File: src/rtl/pdu_hex_dump.sv
// Streams a window of the PDU buffer to uart_tx as uppercase hex text,
// space-separated with CR/LF after every BPL bytes and after the last byte.
module pdu_hex_dump #(
    parameter int unsigned BPL = 8
) (
    input  logic       clk,
    input  logic       rst_n,
    input  logic       start,
    input  logic [7:0] base_addr,
    input  logic [7:0] len,
    output logic [7:0] mem_addr,
    input  logic [7:0] mem_rdata,
    output logic [7:0] tx_data,
    output logic       tx_start,
    input  logic       tx_busy,
    output logic       busy,
    output logic       done
);

    localparam logic [3:0] StIdle  = 4'd0;
    localparam logic [3:0] StRd    = 4'd1;
    localparam logic [3:0] StLatch = 4'd2;
    localparam logic [3:0] StHi    = 4'd3;
    localparam logic [3:0] StLo    = 4'd4;
    localparam logic [3:0] StSep   = 4'd5;
    localparam logic [3:0] StCr    = 4'd6;
    localparam logic [3:0] StLf    = 4'd7;
    localparam logic [3:0] StFin   = 4'd8;

    localparam logic [7:0] LastCol = 8'(BPL - 1);

    logic [3:0] state_q, state_d;
    logic [7:0] mem_addr_q, mem_addr_d;
    logic [7:0] tx_data_q, tx_data_d;
    logic       tx_start_q, tx_start_d;
    logic       busy_q, busy_d;
    logic       done_q, done_d;
    logic [7:0] len_q, len_d;
    logic [7:0] cnt_q, cnt_d;
    logic [7:0] col_q, col_d;
    logic [7:0] byte_q, byte_d;

    logic tx_ok;
    logic last_byte;

    function automatic logic [7:0] hex_char(input logic [3:0] n);
        return (n < 4'd10) ? (8'h30 + {4'h0, n}) : (8'h37 + {4'h0, n});
    endfunction

    // uart_tx raises busy one cycle late, so the cycle after a pulse is blocked too.
    assign tx_ok     = !tx_busy && !tx_start_q;
    assign last_byte = (cnt_q == len_q - 8'd1);

    always_comb begin
        state_d    = state_q;
        mem_addr_d = mem_addr_q;
        tx_data_d  = tx_data_q;
        tx_start_d = 1'b0;
        busy_d     = busy_q;
        done_d     = 1'b0;
        len_d      = len_q;
        cnt_d      = cnt_q;
        col_d      = col_q;
        byte_d     = byte_q;

        case (state_q)
            StIdle: begin
                if (start) begin
                    len_d  = len;
                    cnt_d  = 8'd0;
                    col_d  = 8'd0;
                    busy_d = 1'b1;
                    if (len == 8'd0) begin
                        state_d = StFin;
                    end else begin
                        mem_addr_d = base_addr;
                        state_d    = StRd;
                    end
                end
            end
            StRd:    state_d = StLatch;
            StLatch: begin
                byte_d  = mem_rdata;
                state_d = StHi;
            end
            StHi: begin
                if (tx_ok) begin
                    tx_start_d = 1'b1;
                    tx_data_d  = hex_char(byte_q[7:4]);
                    state_d    = StLo;
                end
            end
            StLo: begin
                if (tx_ok) begin
                    tx_start_d = 1'b1;
                    tx_data_d  = hex_char(byte_q[3:0]);
                    state_d    = StSep;
                end
            end
            StSep: begin
                if (last_byte || col_q == LastCol) begin
                    state_d = StCr;
                end else if (tx_ok) begin
                    tx_start_d = 1'b1;
                    tx_data_d  = 8'h20;
                    cnt_d      = cnt_q + 8'd1;
                    col_d      = col_q + 8'd1;
                    mem_addr_d = mem_addr_q + 8'd1;
                    state_d    = StRd;
                end
            end
            StCr: begin
                if (tx_ok) begin
                    tx_start_d = 1'b1;
                    tx_data_d  = 8'h0D;
                    state_d    = StLf;
                end
            end
            StLf: begin
                if (tx_ok) begin
                    tx_start_d = 1'b1;
                    tx_data_d  = 8'h0A;
                    // New line starts at column 0 for the next byte.
                    col_d      = 8'd0;
                    if (last_byte) begin
                        state_d = StFin;
                    end else begin
                        cnt_d      = cnt_q + 8'd1;
                        mem_addr_d = mem_addr_q + 8'd1;
                        state_d    = StRd;
                    end
                end
            end
            StFin: begin
                done_d  = 1'b1;
                busy_d  = 1'b0;
                state_d = StIdle;
            end
            default: state_d = StIdle;
        endcase
    end

    always_ff @(posedge clk or negedge rst_n) begin
        if (!rst_n) begin
            state_q    <= StIdle;
            mem_addr_q <= 8'd0;
            tx_data_q  <= 8'd0;
            tx_start_q <= 1'b0;
            busy_q     <= 1'b0;
            done_q     <= 1'b0;
            len_q      <= 8'd0;
            cnt_q      <= 8'd0;
            col_q      <= 8'd0;
            byte_q     <= 8'd0;
        end else begin
            state_q    <= state_d;
            mem_addr_q <= mem_addr_d;
            tx_data_q  <= tx_data_d;
            tx_start_q <= tx_start_d;
            busy_q     <= busy_d;
            done_q     <= done_d;
            len_q      <= len_d;
            cnt_q      <= cnt_d;
            col_q      <= col_d;
            byte_q     <= byte_d;
        end
    end

    assign mem_addr = mem_addr_q;
    assign tx_data  = tx_data_q;
    assign tx_start = tx_start_q;
    assign busy     = busy_q;
    assign done     = done_q;

endmodule

File: config.mk
export PLATFORM = sky130hd
export DESIGN_NAME = pdu_hex_dump
export DESIGN_NICKNAME = d
export VERILOG_FILES = /design/src/rtl/pdu_hex_dump.sv
export SDC_FILE = /design/constraint.sdc
export NUM_CORES = 1
export LEC_CHECK = 0
export ABC_AREA = 1
export CAP_MARGIN = 20
export CORE_ASPECT_RATIO = 0.75
export CORE_MARGIN = 2
export CORE_UTILIZATION = 59
export DETAILED_ROUTE_END_ITERATION = 10
export PLACE_DENSITY = 0.92
export SLEW_MARGIN = 20
export SYNTH_ARGS = -nofsm -noshare
export SYNTH_HDL_FRONTEND = slang
export SYNTH_SLANG_ARGS = --single-unit
File: constraint.sdc
create_clock -name clk -period 4.5 [get_ports clk]
set_input_delay 0.9 -clock clk [delete_from_list [all_inputs] [get_ports clk]]
set_output_delay 0.9 -clock clk [all_outputs]
set_load 0.005 [all_outputs]
# ---- Yosys cells after proc, flatten, opt, wreduce, memory -nomap -nowiden
# Cells that the tools add are included.
dict set report classes {
  addsub 8
  n_lt_le_gt_ge 2
  n_eq_ne 20
  n_mux 42
  reduce_logical 17
}
# cell count
set op_table {}
lappend op_table {{$mux W8} 20}
lappend op_table {{$pmux W8 S3} 3}
lappend op_table {{$pmux W8 S5} 1}
lappend op_table {{$mux W4} 9}
lappend op_table {{$pmux W4 S8} 1}
lappend op_table {{$add A6 B4 Y7 const A} 4}
lappend op_table {{$add A8 B1 Y8 const B} 3}
lappend op_table {{$ne A2 B2 Y1 const B} 9}
lappend op_table {{$eq A4 B3 Y1 const B} 4}
lappend op_table {{$mux W7} 2}
lappend op_table {{$reduce_and A7 Y1} 2}
lappend op_table {{$reduce_and A6 Y1} 2}
lappend op_table {{$eq A4 B2 Y1 const B} 2}
lappend op_table {{$eq A8 B3 Y1 const B} 1}
lappend op_table {{$eq A8 B8 Y1} 1}
lappend op_table {{$logic_not A8 Y1} 1}
lappend op_table {{$lt A4 B4 Y1 const B} 2}
lappend op_table {{$sub A8 B1 Y8 const B} 1}
lappend op_table {{$reduce_and A5 Y1} 1}
lappend op_table {{$reduce_bool A5 Y1} 1}
lappend op_table {{$eq A4 B1 Y1 const B} 1}
lappend op_table {{$eq A4 B4 Y1 const B} 1}
lappend op_table {{$logic_not A4 Y1} 1}
lappend op_table {{$mux W1} 4}
lappend op_table {{9 further kinds} 12}
dict set report totals {
  ff_bits 55
  in_bits 28
  output_inout_bits 19
}

# ---- Longest topological paths before layout
dict set report depth {
  ltp_word 5
  ltp_mapped 18
}

# ---- Worst setup path before layout
# No wires, ideal clock.
dict set report synth_timing {
  kind {input -> register}
  start {in tx_busy}
  end {reg cnt_q[2]}
  setup_time_ns 0.120
  arrival_ns 2.130
  t_required_ns 4.380
  slack_ns 2.250
  cell_stages 9
  cell_sequence {nor2_1 -> inv_1 -> a211oi_4 -> nand2_2 -> clkinv_2 -> nand2_4 -> nor2_8 -> buf_12 -> o21ai_2}
}
dict set report synth_via {
  elab_chain_len 4
  word_cells_on_any_way 5
}
# item line_no
set synth_lines {}
lappend synth_lines {{start, declared} 15} ;# input logic tx_busy,
lappend synth_lines {{$logic_not A1 Y1 *} 51} ;# assign tx_ok = !tx_busy && !tx_start_q;
lappend synth_lines {{$logic_and A1 B1 Y1 *} 51}
lappend synth_lines {{$ne A2 B2 Y1 (no source line)} n/a}
lappend synth_lines {{$reduce_and A6 Y1 (no source line) *} n/a}
lappend synth_lines {{end signal, assigned} 163} ;# cnt_q <= cnt_d;
lappend synth_lines {{end, declared} 39} ;# logic [7:0] cnt_q, cnt_d;
# Mark *: on every way between the ends. The rest lies on a longest branch, timed or not.
# A chain may end at the register's enable or synchronous reset.

# ---- Worst setup path in the final report
dict set report layout_timing {
  start {in tx_busy}
  end {reg cnt_q[1]}
}
# The elaborated chain is that of the path after synthesis.

==> reports/qor.yml <==
run_status:
  status: "finished, final reports clean"
synthesis:
  synth.top_cell.area_share: 0.398
  ys_warn_count: 0
  synth_seq_cells: 54
  synth_top_area_cell: "dfrtp_1"
  async_reset_ff_frac: 1.00
  seq_area_frac_synth: 0.398
  synthesis.instances: 464
  syn_area_per_cell_sq_um: 7.31
  synth_nets: 498
  synth_edf_count: 0
  synth-main-ff-cell: "dfrtp_1"
  netlist_top_cells_area: "dfrtp_1 40%, nand2_1 15%, inv_1 5.2%"
  syn-cell-area_sq_um: 3390
  yosysUniqueCellTypes: 40
clocking:
  cts_resized: 0
  clk_latency_ps: 310
  postCtsSetupBuffers: 0
  cts_buffer_depth: 2
  clock-sinks: 54
  ctsHtreeMaxLevel: 2
  root_buffer: "clkbuf_8"
  cts_buffers: 5
  holdBufCountCts: 0
  tritoncts: "yes"
  clk_pin_slew_ps: 100
timing:
  setup_viol: 0
  slew_viol_final: 0
  fmax_ghz: 0.381
  finalCritPeriodShare: 0.583
  rsz0062_at_grt: "no"
  relSlewSlack: 0.623
  hold_viol: 0
  period_minus_slack_ps: 2620
  fin_skew_ps: 7.95
  setup_tns_ps: 0
  tightestPinTransition_ps: 565
floorplan:
  die_y_microns: 69.7
  die_area_sq_um: 6380
  initial_core_util: 0.624
  ios: 47
  rows: 23
  die_x_microns: 91.6
  coreArea_sq_um: 5440
critical_path:
  cpPeakStageDelay_ps: 460
  end_kind: "register"
  slowest_stage: "a211oi_4"
  path_delay_family: "simple AND/OR/NAND/NOR gates"
  critPathKind: "in -> reg"
  crit_fanout: 16
  arrival_ps: 2870
  r2r_slack_ps: 2020
  worst_setup_path_start_kind: "input port"
  critPathRequiredTime_ps: 4750
  path_buf_inv: 3
  crit_chain: "clkdlybuf4s50_1 -> nor2_1 -> inv_1 -> a211oi_4 -> nand2_2 -> clkinv_2 -> nand2_4 -> nor2_8 -> nand2_1 -> o21ai_2"
detailed_routing:
  wire_per_inst_microns: 13.0
  remaining_drc_errors: 0
  avgViaCountPerCell: 5.41
  ant_nets: 0
  wirelength_microns: 7610
  dr.pass1.iters: 4
  vias: 3166
  drtIter0Drc: 155
pwr:
  p_leak_nw: 1.91
  ir_drop_uv: 307
  power_density_nw_per_um2: 583
  p_total_mw: 2.33
grt:
  antenna_found_initial: 0
  grt_max_degree: 46
  grt_pass1_vias: 3070
  grt.overflow.total: 0
  grt_first_pass_wirelength_microns: 13600
  track_usage: 0.262
final_layout:
  fin_cells: 585
  most-common-layout-cells: "138 x nand2_1, 54 x dfrtp_1, 47 x inv_1"
  diodes: 0
  final_common_cell: "nand2_1"
  fin_nets: 543
  design_area_sq_um: 3990
  syn2layout_area_growth_pct: 17.6
  drive_gt1_frac: 0.124
flow_run:
  maxCapViolations: 0
placement:
  io_buffers: 45
  place_area_sq_um: 3880
  placed_cells: 577
  place.gp.congestion: 0.885
  hpwl_microns: 5820
worst_hold_path:
  hold_class: "in -> async"
worst paths after layout:
path	startpoint	endpoint	cells after the start
min reg2reg	tx_data[0]$_DFFE_PN0P_	tx_data[0]$_DFFE_PN0P_	2
max reg2reg	len_q[0]$_DFFE_PN0P_	tx_data[4]$_DFFE_PN0P_	13
max in group asynchronous	rst_n	state_q[2]$_DFFE_PN0P_	2
min	rst_n	col_q[3]$_DFFE_PN0P_	1
min in group clk	tx_data[0]$_DFFE_PN0P_	tx_data[0]$_DFFE_PN0P_	2
max	tx_busy	cnt_q[1]$_DFFE_PN0P_	10
cell type report:
class,instances,area (sq um)
Clock inverter,3,40.0
Fill cell,411,1450
Sequential cell,54,1350
Clock buffer,5,68.8
Tap cell,75,93.8
Inverter,66,254
Multi-Input combinational cell,336,1730
Timing Repair Buffer,46,453
stage by stage:
stage / utilization / worst slack (ps) / hold slack (ps)
after floorplan: - / 2250 / 472
after global placement: 0.714 / 1600 / 465
after detailed placement: 0.714 / 1560 / 477
after CTS: 0.734 / 1890 / 428
after global routing: 0.734 / 1710 / 443
final: 0.734 / 1880 / 422
synth_stat cells, types with 2 or more instances:
master / count
o22ai_1: 2
inv_1: 47
xnor2_1: 4
nor3_1: 4
nand2_4: 2
o21ai_0: 34
nand2_1: 138
nand3_1: 25
o21ai_1: 7
nor2_2: 11
nor2_1: 32
dfrtp_1: 54
clkbuf_1: 4
o21ai_2: 8
nand4_1: 15
nand2_2: 6
a21oi_1: 15
o31ai_1: 2
o211ai_1: 2
ha_1: 6
xor2_1: 11
inv_2: 16
inv_4: 2
layer usage:
metal	vias up	wire (microns)	part of all wire	track usage
met5	-	0	0	0
met1	1500	3540	0.46	0.350
li1	1579	-	-	-
met3	7	398	0.052	0.0424
met2	80	3600	0.47	0.440
met4	0	72	0.0095	0.0774
flip-flops by register name, summed over array words and instances (netlist names):
register,cells
state_q,4
done,1
len_q,8
byte_q,8
mem_addr,8
tx_data,7
cnt_q,8
busy,1
tx_start,1
col_q,8
report_power, final:
part           switching, mW  internal [mW]
combinational          0.749          0.463
clock                  0.164          0.164
sequential             0.144          0.642
total                   1.06           1.27
kinds of logic (layout without fill, tap and decap cells):
logic type	after synthesis	count (layout)	share of synthesized area
compound gates	73	73	0.127
flops	54	54	0.398
buf+inv	74	120	0.0922
xor+xnor	15	15	0.0387
other cells	1	1	0.00111
simple gates	241	241	0.321
fa+ha+maj	6	6	0.0221
No activity file was read; power rests on OpenSTA's default activity.
